===== config.mk =====
export PLATFORM = sky130hd
export DESIGN_NAME = knight_sprite_renderer
export DESIGN_NICKNAME = d
export VERILOG_FILES = /design/src/rtl/knight_pkg.sv /design/src/rtl/knight_anim_ctrl.sv /design/src/rtl/knight_sprite_renderer.sv
export SDC_FILE = /design/constraint.sdc
export NUM_CORES = 1
export LEC_CHECK = 0
export BUFFER_PORTS_ARGS = -buffer_cell sky130_fd_sc_hd__buf_4
export CORE_MARGIN = 10
export CORE_UTILIZATION = 25
export DETAILED_ROUTE_END_ITERATION = 10
export SYNTH_ARGS = -nofsm -noshare
export SYNTH_HDL_FRONTEND = slang
export SYNTH_SLANG_ARGS = --single-unit

===== constraint.sdc =====
create_clock -name Clk -period 8.9 [get_ports Clk]
set_clock_uncertainty 0.2 [all_clocks]
set_input_delay 1.78 -clock Clk [delete_from_list [all_inputs] [get_ports Clk]]
set_output_delay 1.78 -clock Clk [all_outputs]
set_load 0.02 [all_outputs]

===== src/rtl/knight_pkg.sv =====
// Shared definitions for the knight sprite renderer: status codes,
// animation FSM states, sprite geometry and the per-status sheet tables.
package knight_pkg;

   typedef enum logic [3:0] {
      ST_IDLE   = 4'd0,
      ST_WALK   = 4'd1,
      ST_JUMP   = 4'd2,
      ST_FALL   = 4'd3,
      ST_ATTACK = 4'd4
   } status_e;

   typedef enum logic [1:0] {
      A_LOOP    = 2'd0,
      A_ONESHOT = 2'd1,
      A_DEAD    = 2'd2
   } anim_state_e;

   localparam int SPR_W    = 30;
   localparam int SPR_H    = 62;
   localparam int SPR_SIZE = 1860;
   localparam int HALF_W   = 15;
   localparam int HALF_H   = 31;

   // Last frame of the attack sheet; the one-shot and dead states park here.
   localparam logic [2:0] ONESHOT_LAST = 3'd4;

   // Unknown status codes render as idle.
   function automatic status_e eff_status(input logic [3:0] s);
      return (s > 4'd4) ? ST_IDLE : status_e'(s);
   endfunction

   function automatic logic [2:0] frame_count(input status_e s);
      case (s)
         ST_WALK:   return 3'd6;
         ST_JUMP:   return 3'd2;
         ST_FALL:   return 3'd2;
         ST_ATTACK: return 3'd5;
         default:   return 3'd4;
      endcase
   endfunction

   function automatic logic [4:0] sheet_base(input status_e s);
      case (s)
         ST_WALK:   return 5'd4;
         ST_JUMP:   return 5'd10;
         ST_FALL:   return 5'd12;
         ST_ATTACK: return 5'd14;
         default:   return 5'd0;
      endcase
   endfunction

endpackage


===== src/rtl/knight_anim_ctrl.sv =====
// Animation controller: frame divider plus LOOP/ONESHOT/DEAD sequencing.
// Optional hit-flash blanking is built when KNIGHT_HIT_FLASH_EN is defined.
module knight_anim_ctrl
   import knight_pkg::*;
#(
   parameter int ANIM_DIV = 6
) (
   input  logic       clk,
   input  logic       reset,
   input  logic       tick,
   input  logic [3:0] status,
   input  logic [3:0] life,
   output logic [2:0] anim_frame,
   output logic [4:0] sheet,
   output logic       flash_blank
);

   localparam logic [3:0] DIV_LAST = 4'(ANIM_DIV - 1);

   anim_state_e state_q, state_next;
   logic [3:0]  status_q;
   logic [3:0]  div_q, div_next;
   logic [2:0]  frame_q, frame_next;
   status_e     cur;

   assign cur        = eff_status(status);
   assign anim_frame = frame_q;
   // frame_q always belongs to status_q, so the sheet follows the registered status
   assign sheet      = (state_q == A_DEAD) ? sheet_base(ST_ATTACK)
                                           : sheet_base(eff_status(status_q));

   // State, frame, divider and last-seen status registers
   always_ff @(posedge clk) begin
      if (reset) begin
         state_q  <= A_LOOP;
         frame_q  <= '0;
         div_q    <= '0;
         status_q <= '0;
      end else begin
         state_q  <= state_next;
         frame_q  <= frame_next;
         div_q    <= div_next;
         status_q <= status;
      end
   end

   // Next-state: death is sticky, a status change restarts the sequence and
   // outranks a coincident tick, otherwise ticks step the divider and frame
   always_comb begin
      state_next = state_q;
      frame_next = frame_q;
      div_next   = div_q;
      if (state_q == A_DEAD) begin
         frame_next = ONESHOT_LAST;
         div_next   = '0;
      end else if (life == 4'd0) begin
         state_next = A_DEAD;
         frame_next = ONESHOT_LAST;
         div_next   = '0;
      end else begin
         state_next = (cur == ST_ATTACK) ? A_ONESHOT : A_LOOP;
         if (status != status_q) begin
            frame_next = '0;
            div_next   = '0;
         end else if (tick) begin
            if (div_q >= DIV_LAST) begin
               div_next = '0;
               if (state_q == A_ONESHOT)
                  frame_next = (frame_q >= ONESHOT_LAST) ? ONESHOT_LAST : frame_q + 3'd1;
               else
                  frame_next = (frame_q >= frame_count(cur) - 3'd1) ? 3'd0 : frame_q + 3'd1;
            end else begin
               div_next = div_q + 4'd1;
            end
         end
      end
   end

`ifdef KNIGHT_HIT_FLASH_EN
   logic [3:0] life_q;
   logic       flash_on;
   logic [4:0] flash_cnt;

   // Damage flash: 32 ticks after a life drop, blanking while count bit 2 is set
   always_ff @(posedge clk) begin
      if (reset) begin
         life_q    <= '0;
         flash_on  <= 1'b0;
         flash_cnt <= '0;
      end else begin
         life_q <= life;
         if (state_q != A_DEAD && life != 4'd0 && life < life_q) begin
            flash_on  <= 1'b1;
            flash_cnt <= '0;
         end else if (flash_on && tick) begin
            if (flash_cnt == 5'd31) flash_on <= 1'b0;
            flash_cnt <= flash_cnt + 5'd1;
         end
      end
   end

   assign flash_blank = flash_on & flash_cnt[2];
`else
   assign flash_blank = 1'b0;
`endif

endmodule


===== src/rtl/knight_sprite_renderer.sv =====
// Knight sprite renderer: box hit test and ROM address (stage 1), then
// ROM data qualification (stage 2). Optional KNIGHT_HIT_FLASH_EN adds
// hit-flash blanking inside knight_anim_ctrl.
module knight_sprite_renderer
   import knight_pkg::*;
#(
   parameter int         ANIM_DIV        = 6,
   parameter logic [7:0] TRANSPARENT_IDX = 8'h00
) (
   input  logic        Clk,
   input  logic        Reset,
   input  logic        frame_clk,
   input  logic [9:0]  DrawX,
   input  logic [9:0]  DrawY,
   input  logic [9:0]  PlayerX,
   input  logic [9:0]  PlayerY,
   input  logic [3:0]  Player_Status,
   input  logic [3:0]  Player_Life,
   input  logic        Inverse,
   output logic [15:0] sprite_addr,
   input  logic [7:0]  sprite_data,
   output logic        knight_on,
   output logic [7:0]  knight_pixel,
   output logic [2:0]  anim_frame
);

   logic        frame_clk_d;
   logic        tick;
   logic [10:0] dx, dy;
   logic        hit;
   logic [4:0]  col;
   logic [4:0]  sheet;
   logic [4:0]  frame_sel;
   logic [15:0] addr_next;
   logic        flash_blank;
   logic [2:1]  vld_pipe;
   logic [2:1]  hit_pipe;
   logic        draw;

   assign tick = frame_clk & ~frame_clk_d;

   knight_anim_ctrl #(.ANIM_DIV(ANIM_DIV)) u_anim (
      .clk         (Clk),
      .reset       (Reset),
      .tick        (tick),
      .status      (Player_Status),
      .life        (Player_Life),
      .anim_frame  (anim_frame),
      .sheet       (sheet),
      .flash_blank (flash_blank)
   );

   // Offsets into the 30x62 box as 11-bit two's complement; negative => bit 10 set
   assign dx        = {1'b0, DrawX} - ({1'b0, PlayerX} - 11'(HALF_W));
   assign dy        = {1'b0, DrawY} - ({1'b0, PlayerY} - 11'(HALF_H));
   assign hit       = !dx[10] && (dx[9:0] < 10'(SPR_W)) && !dy[10] && (dy[9:0] < 10'(SPR_H));
   assign col       = Inverse ? 5'(SPR_W - 1) - dx[4:0] : dx[4:0];
   assign frame_sel = sheet + {2'b00, anim_frame};
   assign addr_next = 16'(frame_sel) * 16'(SPR_SIZE) + 16'(dy[5:0]) * 16'(SPR_W) + 16'(col);

   // Frame-tick edge register
   always_ff @(posedge Clk) begin
      if (Reset) frame_clk_d <= 1'b0;
      else       frame_clk_d <= frame_clk;
   end

   // Stage 1 presents the ROM address, stage 2 lines hit up with returned ROM data
   always_ff @(posedge Clk) begin
      if (Reset) begin
         sprite_addr <= '0;
         vld_pipe    <= '0;
         hit_pipe    <= '0;
      end else begin
         sprite_addr <= hit ? addr_next : 16'd0;
         vld_pipe[1] <= 1'b1;
         hit_pipe[1] <= hit;
         vld_pipe[2] <= vld_pipe[1];
         hit_pipe[2] <= hit_pipe[1] & vld_pipe[1];
      end
   end

   assign draw         = vld_pipe[2] & hit_pipe[2] & (sprite_data != TRANSPARENT_IDX) & ~flash_blank;
   assign knight_on    = draw;
   assign knight_pixel = draw ? sprite_data : 8'h00;

endmodule


# Word level (Yosys, flattened, before mapping)
# Cells that the tools add are included.
# totals
regBits,34
in_bits,60
out_inout_bits,28
word_cells,86
# op_classes
addsub,11
multipliers,2
order_cmp,7
eq_ne,11
muxes,25
bitwise,6
n_reduce_logical,14
# ops
op,n
$mux W3,14
$sub A10 B11 Y11,2
$add A16 B11 Y16,1
$add A16 B5 Y16,1
$eq A4 B2 Y1 const B,4
$mux W4,4
$pmux W4 S4,1
$mul A5 B9 Y14 const B,1
$sub A10 B4 Y11 const B,1
$sub A10 B5 Y11 const B,1
$lt A10 B5 Y1 const B,1
$lt A10 B6 Y1 const B,1
$mul A6 B4 Y10 const B,1
$pmux W3 S3,1
$eq A4 B1 Y1 const B,2
$eq A4 B3 Y1 const B,2
$gt A4 B3 Y1 const B,2
$mux W8,1
$reduce_bool A4 Y1,2
$reduce_bool A8 Y1,1
$add A5 B3 Y5,1
$mux W5,1
$sub A5 B5 Y5 const A,1
$add A4 B1 Y4 const B,1
other kinds (18),28

# Longest topological paths before layout
# Gate-level depths: netlist of the first run.
# logic_depth
depth_word,20
depth_mapped,26

# Cells and area by module
# Synthesis of the first run repeated with hierarchy kept, for this count alone.
# unflattened
hier_cells,536
area_unflattened_um2,4658.2
# by_module_without_submodules
module,n_inst,cells_each,area_per_inst_um2
knight_sprite_renderer,1,441,3837.4
knight_anim_ctrl,1,95,820.8

# Worst setup path before layout of the first run
# No wires, ideal clock.
# synth_timing
path_kind,input to register
from,input port PlayerY[2]
to,register sprite_addr[15]
t_arrival_ns,6.798
required_ns,8.566
slack_ns,1.768
stages,23
cell_sequence,inv_1 > ha_1 > ha_1 > a21oi_1 > inv_1 > a21oi_1 > xnor2_1 > inv_1 > fa_1 > fa_1 > inv_1 > ha_1 > inv_1 > o21bai_1 > a21oi_1 > xnor2_1 > ha_1 > ha_1 > or4_1 > a311oi_1 > and3b_1 > xnor2_1 > nor3_1
# synth_via
elab_chain_cells,7
elab_cells_between_ends,11
classes_between,add/sub: 4; mul: 1; order compare: 1; bitwise: 1; reduce/logical: 4
# synth_rtl
item,line,source
start: declaration,knight_sprite_renderer.sv:16,"input logic [9:0] PlayerY,"
$sub A10 B5 Y11 (*),knight_sprite_renderer.sv:55,"assign dy = {1'b0, DrawY} - ({1'b0, PlayerY} - 11'(HALF_H));"
$sub A10 B11 Y11 (*),knight_sprite_renderer.sv:55,
branches (longest 5 deep; another with $add A16 B11 Y16),n/a,
end signal: assignment,knight_sprite_renderer.sv:74,sprite_addr <= hit ? addr_next : 16'd0;
end: declaration,knight_sprite_renderer.sv:20,"output logic [15:0] sprite_addr,"
# Every way passes the cells marked *.
# A chain may end at the register's enable or synchronous reset.

# Final worst setup path of the first run
# layout_timing
from,input port DrawY[2]
to,register sprite_addr[15]
# layout_via
elab_chain_cells,6
elab_cells_between_ends,10
classes_between,add/sub: 3; mul: 1; order compare: 1; bitwise: 1; reduce/logical: 4
# layout_rtl
item,line,source
start: declaration,knight_sprite_renderer.sv:14,"input logic [9:0] DrawY,"
$sub A10 B11 Y11 (*),knight_sprite_renderer.sv:55,
branches (longest 5 deep; another with $add A16 B11 Y16),n/a,
# Marks and branches as above.

==> out/results.ini, run 1 <==
[yosys]
yosysTopAreaCell = ha_1
synth_top_area_frac = 0.288
synth_warnings = 0
seq_area_frac_synth = 0.149
synth_async_sr_flop_share = 0
synth-compound-area-share = 0.130
synthTopCellsByCount = ha_1, inv_1, a21oi_1, nor2_1, dfxtp_1
synth_fa_ha_area_frac = 0.376
synth_seq_cells = 34
synthSimpleGateAreaFrac = 0.191
synthCells = 524
synth.avg_cell_area_sq_um = 8.69
synth_area_sq_um = 4560
synth_xor_area_frac = 0.0827
synthMuxAreaShare = 0.00220
ys_types = 59
synth_top_family_by_area = adder cells
synth_edf_count = 0
ys.flop_type = dfxtp_1
synth_most_common_cell = ha_1
synthesis.nets = 709
synthTopCellsByArea = ha_1, dfxtp_1, fa_1

[sta]
fin_ws_ps = 1550
finalCritPeriodShare = 0.826
worstMarginPinSlew_ps = 981
holdWs_ps = 233
finalHoldViolations = 0
rsz0062_at_grt = no
setup_tns_ps = 0
setup_viol = 0
drv_slew = 0
timing.fmax_mhz = 136
slew-limit-headroom = 0.345
min_period_ps = 7350

[clock_network]
cts_resized = 0
cts_tree = done
cts-root-buf = clkbuf_16
cts.hold.buffers_added = 0
insertion_delay_ps = 280
cts.clk_slew.worst_paths_ps = 60
numCtsBuffers = 5
h-tree-depth = 2
cts_setup_buffers = 0
cts_buffer_depth = 2
cts.sinks = 34

[layout]
diodes = 0
syn2layout_area_growth_pct = 24.6
nets = 801
drive_gt1_frac = 0.193

[global_routing]
antenna_found_initial = 0
grt_pass1_vias = 3683
grt_max_degree = 18
grt_pass1_wl_mm = 16.9
grt_overflow = 0
grtUsageTotal = 0.0819

[die]
rows = 49
initial_core_util = 0.254
dieArea_sq_um = 24000
die_h_um = 155
core_sq_um = 18000
die_w_um = 155
num_io_pins = 88

[setup_path]
path_max_fanout = 6
crit_path_start_kind = primary input
worstSetupPathType = in -> reg
critPathRequiredTime_ps = 8820
end_kind = flop
arrival_ps = 7270

[pwr]
seq_power_share = 0.102
power.density_nw_per_um2 = 270
switching_share = 0.450
p_int_mw = 0.845
pwr-share-clk = 0.148
p_leak_nw = 2.83
p_comb_frac = 0.750
peakVddDrop_v = 0.000189
p_sw_mw = 0.691

[place]
gp_congestion = 0.793
portBuffers = 87
dp_hpwl_mm = 8.83
dpl_worst_slack_ps = 1210

[detailed_routing]
antenna_left = 0
routedWlPerCell_um = 11.9
firstDrtPassIters = 4
viasPerCell = 4.34
drt-initial-drc-count = 95
num_vias = 3671
routed_wl_mm = 10.1
drc = 0

[run]
max_cap_viol_count = 0

[outcome]
status = finished, final reports clean

[min_path]
hp-class = reg -> reg

-- kinds of logic after synthesis --
kind of cell	Yosys count
AND/OR/NAND/NOR	153
AO/OA/AOI/OAI	89
multiplexers	1
adder cells (fa/ha/maj)	125
buffers and inverters	79
XOR/XNOR	43
flip-flops	34
-- metrics by stage --
stage                     std cells  total power [mW]  utilization  area [sq um]
final                           846              1.54        0.316          5680
after global routing            846              1.72        0.316          5680
after CTS                       846              1.55        0.316          5680
after detailed placement        838              1.31        0.305          5480
after global placement          838              1.31        0.305          5480
after floorplan                 524              1.12            -          4560
-- critical path, cell delays in order --
cell and delay (ps):
buf_4 110, ha_1 300, ha_1 300, a21oi_1 250, inv_1 70, a21oi_1 170
xnor2_1 360, inv_1 190, fa_1 550, fa_1 540, inv_1 40, ha_1 330
inv_1 70, o21bai_1 70, a21oi_1 210, xnor2_1 150, ha_1 260, ha_1 240
or4_1 560, a311oi_1 310, and3b_1 230, xnor2_1 120, nor3_1 60
-- state kept, by name, summed over array words and instances (netlist names) --
name and flops:
sprite_addr 16, u_anim.div_q 4, u_anim.status_q 4, u_anim.anim_frame 3
hit_pipe 2, u_anim.state_q 2, vld_pipe 2, frame_clk_d 1
-- per-layer routing --
metal | GRT usage | share of wire | vias to the layer above
met5 | 0 | 0 | -
li1 | - | - | 1975
met2 | 0.125 | 0.41 | 82
met3 | 0.0201 | 0.064 | 6
met1 | 0.116 | 0.52 | 1608
met4 | 0.0121 | 0.0059 | 0
-- power groups by stage --
| stage | sequential [mW] | combinational, mW | clock [mW] |
|---|---|---|---|
| floorplan | 0.160 | 0.957 | 0 |
| global placement | 0.160 | 1.15 | 0 |
| detailed placement | 0.160 | 1.15 | 0 |
| CTS | 0.157 | 1.17 | 0.230 |
| global route | 0.157 | 1.32 | 0.239 |
| finish | 0.157 | 1.15 | 0.227 |
-- cells in the final DEF, fill, tap and decap left out, types with 10 or more instances in the layout --
| cell | netlist | routed |
|---|---|---|
| and2_1 | 10 | 10 |
| xor2_1 | 15 | 15 |
| ha_1 | 105 | 105 |
| buf_4 | 1 | 89 |
| fa_1 | 20 | 20 |
| nor3_1 | 14 | 14 |
| o21ai_0 | 11 | 11 |
| inv_1 | 75 | 75 |
| a21oi_1 | 35 | 35 |
| nand2_1 | 24 | 24 |
| nor2_1 | 35 | 35 |
| nand3_1 | 10 | 10 |
| xnor2_1 | 28 | 28 |
| nor2b_1 | 13 | 13 |
| dfxtp_1 | 34 | 34 |
| nand2b_1 | 12 | 12 |
-- path summary, 6_finish.rpt --
path,cells past startpoint,slack (ps),start,endpoint
worst max-delay path,23,1550,DrawY[2],sprite_addr[15]
worst min register to register,1,230,hit_pipe[1],hit_pipe[2]
worst max register to register,19,3530,u_anim.status_q[2],sprite_addr[15]
worst min-delay path,1,230,hit_pipe[1],hit_pipe[2]
-- layout make-up --
class | count | area, sq um
timing repair buffer | 89 | 668
multi-input combinational | 411 | 3570
tap | 229 | 287
clock inverter | 3 | 68.8
sequential | 34 | 681
fill | 1876 | 12300
inverter | 75 | 282
clock buffer | 5 | 125
(Power assumes the default switching activity.)
==> run 2, diff against run 1 <==
--- a/config.mk
+++ b/config.mk
@@ -5,6 +5,7 @@
 export SDC_FILE = /design/constraint.sdc
 export NUM_CORES = 1
 export LEC_CHECK = 0
+export ABC_AREA = 1
 export BUFFER_PORTS_ARGS = -buffer_cell sky130_fd_sc_hd__buf_4
 export CORE_MARGIN = 10
 export CORE_UTILIZATION = 25
==> constraint.sdc (replaced) <==
create_clock -name Clk -period 6.2 [get_ports Clk]
set_clock_uncertainty 0.2 [all_clocks]
set_input_delay 1.24 -clock Clk [delete_from_list [all_inputs] [get_ports Clk]]
set_output_delay 1.24 -clock Clk [all_outputs]
set_load 0.02 [all_outputs]
==> run 2 against run 1 <==
  * Critical path depth is 6 higher
  * Count of clock-buffer cells in the layout did not move
  * Via count grew 21%
  * Cell count grew 24%
  * Clock power increased by 47%
  * Flip-flop and latch count did not move
  * Hold slack lost 19 ps
  * Synthesized cell count increased by 30%
  * Wire length up 11%
  * Sequential power grew 43%
  * Worst setup slack got worse by 1400 ps
  * Non-clock buffer count grew 39
  * Critical endpoint is now sprite_addr[14]
  * Largest cell class unchanged
  * Highest routed layer unchanged
==> out/results.ini, run 2 <==
[setup_path]
worstSetupPathType = in -> reg
cp_common_cell = nand2_1
arrival_ps = 6030
critPathRequiredTime_ps = 6210
slowest_delay_ps = 540
end_kind = flop
crit_path_start_kind = primary input
critPathSlowestCell = fa_1
path_max_fanout = 4

[place]
gp_congestion = 0.871
place_area_sq_um = 6030
dp_hpwl_mm = 9.71
dp_cells = 1036
portBuffers = 87

[yosys]
synth_seq_cells = 34
synth_most_common_cell = inv_1
synth_top_area_frac = 0.274
synthCells = 680
synthesis.nets = 865
yosysTopAreaCell = ha_1
ys_types = 34
synth_async_sr_flop_share = 0
synth_area_sq_um = 4790
synthTopCellsByArea = ha_1, dfxtp_1, inv_1
synth.avg_cell_area_sq_um = 7.05
synth_warnings = 0
ys.flop_type = dfxtp_1
seq_area_frac_synth = 0.142
synthTopCellsByCount = inv_1, nand2_1, ha_1
synth_edf_count = 0

[clock_network]
insertion_delay_ps = 280
cts.clk_slew.worst_paths_ps = 60
cts.sinks = 34
cts_buffer_depth = 2
h-tree-depth = 2
numCtsBuffers = 5
cts.hold.buffers_added = 0
cts-root-buf = clkbuf_16
cts_tree = done

[sta]
finalCritPeriodShare = 0.969
rsz0062_at_grt = yes
timing.fmax_mhz = 166
drv_slew = 0
slew-limit-headroom = 0.703
min_period_ps = 6010
worstMarginPinSlew_ps = 445
finalHoldViolations = 0
setup_viol = 0

[run]
max_cap_viol_count = 0

[layout]
largest_reg_flops = 16
nets = 998
top_regs = sprite_addr x16, u_anim.div_q x4, u_anim.status_q x4
stdcell_count = 1048
syn2layout_area_growth_pct = 33.4
mostFrequentLayoutCell = inv_1
fin_area_sq_um = 6390
final_cell_mix = inv_1, buf_4, nand2_1
diodes = 0
drive_gt1_frac = 0.229
top_register = sprite_addr

[pwr]
p_comb_frac = 0.809
seq_power_share = 0.077
power.density_nw_per_um2 = 456
peakVddDrop_v = 0.000316
pwr-share-clk = 0.114
p_leak_nw = 3.65
p_int_mw = 1.60
switching_share = 0.452
p_sw_mw = 1.32

[die]
core_sq_um = 18800
rows = 50
initial_core_util = 0.255
die_h_um = 158
num_io_pins = 88
dieArea_sq_um = 25100
die_w_um = 158

[min_path]
hp-class = reg -> reg

[detailed_routing]
drc = 0
viasPerCell = 4.22
firstDrtPassIters = 4
routed_wl_mm = 11.2
routedWlPerCell_um = 10.7
num_vias = 4426
drt-initial-drc-count = 148
antenna_left = 0

[global_routing]
grt_overflow = 0
grt_max_degree = 18
antenna_found_initial = 0
grtUsageTotal = 0.0903
grt_pass1_vias = 4323
grt_pass1_wl_mm = 19.0

[outcome]
status = finished, final reports clean

run 2: changes by cell type in the layout (fill, tap and decap cells not counted), sizes merged, moves of 14 or more:
| cell | delta |
|---|---|
| xnor2 | -14 |
| nand2 | +102 |
| inv | +82 |
| nor2 | +50 |
| nand3 | +20 |
| nor3 | -17 |
| buf | +39 |
run 2: worst max-delay path, delay by kind of cell:
family | cells | cell delay [ps]
fa+ha+maj | 8 | 2720
simple gates | 10 | 890
buf+inv | 4 | 260
xor+xnor | 3 | 470
compound gates | 4 | 440
run 2: through the flow:
step	hold WS, ps	setup TNS [ps]	power, mW	utilization	setup WS, ps
2_1_floorplan	202	0	1.64	-	25.9
3_5_place_dp	207	-1150	2.37	0.322	-278
3_3_place_gp	208	-696	2.35	0.322	-182
4_1_cts	215	0	2.74	0.333	49.3
5_1_grt	242	-177	3.23	0.341	-56.7
6_report	215	0	2.91	0.341	190
run 2: repair_timing:
action,CTS,global route
resized for setup,1,36
hold endpoints to repair,0,0
endpoints found under the setup margin,1,7
pin swaps,0,25
setup buffers,0,4
run 2: power groups by stage:
stage | sequential (mW) | combinational [mW] | clock (mW)
after floorplan | 0.229 | 1.41 | 0
after global placement | 0.229 | 2.12 | 0
after detailed placement | 0.229 | 2.14 | 0
after CTS | 0.224 | 2.18 | 0.340
after global routing | 0.225 | 2.65 | 0.350
final | 0.224 | 2.36 | 0.333
run 2: kinds of logic (layout without fill, tap and decap cells):
logic type | after synthesis | in the layout | share of synthesized area
fa+ha+maj | 125 | 125 | 0.358
flops | 34 | 34 | 0.142
buf+inv | 159 | 293 | 0.126
compound gates | 62 | 62 | 0.0744
xor+xnor | 31 | 31 | 0.0566
simple gates | 269 | 269 | 0.243
run 2: routing by layer:
metal  track usage  up-vias  share of wire
met1         0.119     1934           0.49
met4        0.0168        0         0.0062
met2         0.145       87           0.43
met5             0        -              0
met3        0.0256        7          0.074
li1              -     2398              -
run 2: cell type report:
| class | count | area, sq um |
|---|---|---|
| clock inverter | 3 | 68.8 |
| tap | 234 | 293 |
| timing repair buffer | 128 | 972 |
| sequential | 34 | 681 |
| multi-input combinational | 487 | 3660 |
| fill | 2013 | 12400 |
| inverter | 157 | 594 |
| clock buffer | 5 | 125 |
run 2: path summary, 6_finish.rpt:
| kind | from | to | slack (ps) | cells after the start |
|---|---|---|---|---|
| worst max-delay path | PlayerY[1] | sprite_addr[14] | 190 | 29 |
| worst min-delay path | hit_pipe[1] | hit_pipe[2] | 210 | 2 |
| worst max register to register | u_anim.status_q[2] | sprite_addr[14] | 1040 | 22 |
| worst min register to register | hit_pipe[1] | hit_pipe[2] | 210 | 2 |
==> run 3, diff against run 2 <==
--- a/config.mk
+++ b/config.mk
@@ -10,6 +10,7 @@
 export CORE_MARGIN = 10
 export CORE_UTILIZATION = 25
 export DETAILED_ROUTE_END_ITERATION = 10
+export REMOVE_ABC_BUFFERS = 1
 export SYNTH_ARGS = -nofsm -noshare
 export SYNTH_HDL_FRONTEND = slang
 export SYNTH_SLANG_ARGS = --single-unit
==> run 3 against run 2 <==
  * Combinational power decreased by 4%
  * Highest routed layer unchanged
  * Die area unchanged
  * Critical path depth decreased by 5
==> out/results.ini, run 3 (synthesis gave the netlist of run 2 again) <==
[setup_path]
r2r-start = u_anim.status_q[2]
crit_path_start_kind = primary input
path_max_fanout = 4
critPathRequiredTime_ps = 6200
end_kind = flop
startpoint = PlayerY[1]
arrival_ps = 5880
worstSetupPathType = in -> reg

[clock_network]
numCtsBuffers = 5
cts_buffer_depth = 2
cts_tree = done
cts.sinks = 34
cts.clk_slew.worst_paths_ps = 50
cts.hold.buffers_added = 0
cts-root-buf = clkbuf_16
insertion_delay_ps = 270
h-tree-depth = 2

[pwr]
peakVddDrop_v = 0.000272
power.density_nw_per_um2 = 429
p_leak_nw = 3.64

[run]
max_cap_viol_count = 0

[place]
place_area_sq_um = 6050
dp_cells = 1043
dp_hpwl_mm = 9.82
portBuffers = 87
gp_congestion = 0.835

[sta]
slew-limit-headroom = 0.690
finalCritPeriodShare = 0.949
min_period_ps = 5880
timing.fmax_mhz = 170
worstMarginPinSlew_ps = 465
setup_viol = 0
finalHoldViolations = 0
drv_slew = 0

[global_routing]
grtUsageTotal = 0.0877
grt_pass1_wl_mm = 18.6
antenna_found_initial = 0
grt_pass1_vias = 4292
grt_max_degree = 18
grt_overflow = 0

[layout]
stdcell_count = 1052
diodes = 0
largest_reg_flops = 16
nets = 1002
drive_gt1_frac = 0.230
top_register = sprite_addr
syn2layout_area_growth_pct = 32.8
top_regs = sprite_addr x16, u_anim.div_q x4, u_anim.status_q x4
utilization = 0.339
fillCellCount = 2008
final_cell_mix = inv_1, buf_4, nand2_1
mostFrequentLayoutCell = inv_1
fin_area_sq_um = 6370

[detailed_routing]
routedWlPerCell_um = 10.6
antenna_left = 0
firstDrtPassIters = 4
drt-initial-drc-count = 166
viasPerCell = 4.17
routed_wl_mm = 11.2
drc = 0
num_vias = 4389

[outcome]
status = finished, final reports clean

[die]
num_io_pins = 88
dieArea_sq_um = 25100
die_h_um = 158
core_sq_um = 18800
die_w_um = 158
initial_core_util = 0.255
rows = 50

[min_path]
worstHoldStart = vld_pipe[1]
hp-class = reg -> reg

-- run 3: cell count changes in the layout (fill, tap and decap cells not counted), sizes merged --
cell    change
bufinv      -2
buf         +4
clkbuf      +2
-- run 3: area by class of cell --
type | instances | area (sq um) | share of cell area
Multi-Input combinational cell | 487 | 3660 | 0.576
Timing Repair Buffer | 132 | 991 | 0.156
Sequential cell | 34 | 681 | 0.107
Inverter | 157 | 589 | 0.0926
Tap cell | 234 | 293 | 0.0460
Clock buffer | 7 | 143 | 0.0224
Clock inverter | 1 | 5.00 | 0.000786
-- run 3: power by group --
group	internal (mW)	total [mW]	switching, mW
registers	0.222	0.224	0.00222
clock network	0.159	0.244	0.0848
logic	1.11	2.26	1.15
total	1.49	2.73	1.24
-- run 3: worst paths after layout --
path,endpoint,slack [ps],depth (start not counted)
max reg2reg,sprite_addr[14],1150,23
min,vld_pipe[2],220,2
min reg2reg,vld_pipe[2],220,2
max,sprite_addr[10],320,24
-- run 3: per-stage QoR --
stage / setup slack, ps / power, mW / hold slack, ps / TNS [ps]
global route: -26.9 / 3.06 / 247 / -32.1
finish: 318 / 2.73 / 225 / 0
detailed placement: -540 / 2.31 / 216 / -3360
floorplan: -285 / 1.61 / 202 / -1050
CTS: 25.1 / 2.61 / 226 / 0
global placement: -357 / 2.28 / 208 / -2200
-- run 3: repair_timing --
item | in CTS | in global routing
setup buffers | 1 | 0
cloned | 0 | 0
pin swaps | 1 | 22
endpoints found under the setup margin | 7 | 8
resized for setup | 6 | 28
-- run 3: per-layer routing --
layer | track usage | share of wire
met5 | 0 | 0
met4 | 0.0185 | 0.012
met3 | 0.0216 | 0.071
met2 | 0.142 | 0.43
met1 | 0.115 | 0.48
-- run 3: worst max-delay path: stages --
cell	delay, ps
buf_4	110
inv_2	50
ha_4	190
ha_4	150
inv_2	60
fa_2	470
fa_1	540
inv_2	50
fa_1	560
inv_1	60
fa_1	390
o21ai_1	180
buf_4	130
xnor2_1	100
inv_1	60
ha_1	270
ha_1	360
nand2_1	80
o21ai_0	230
a21oi_1	90
o21ai_0	200
xor2_1	160
inv_1	50
nor2_1	100
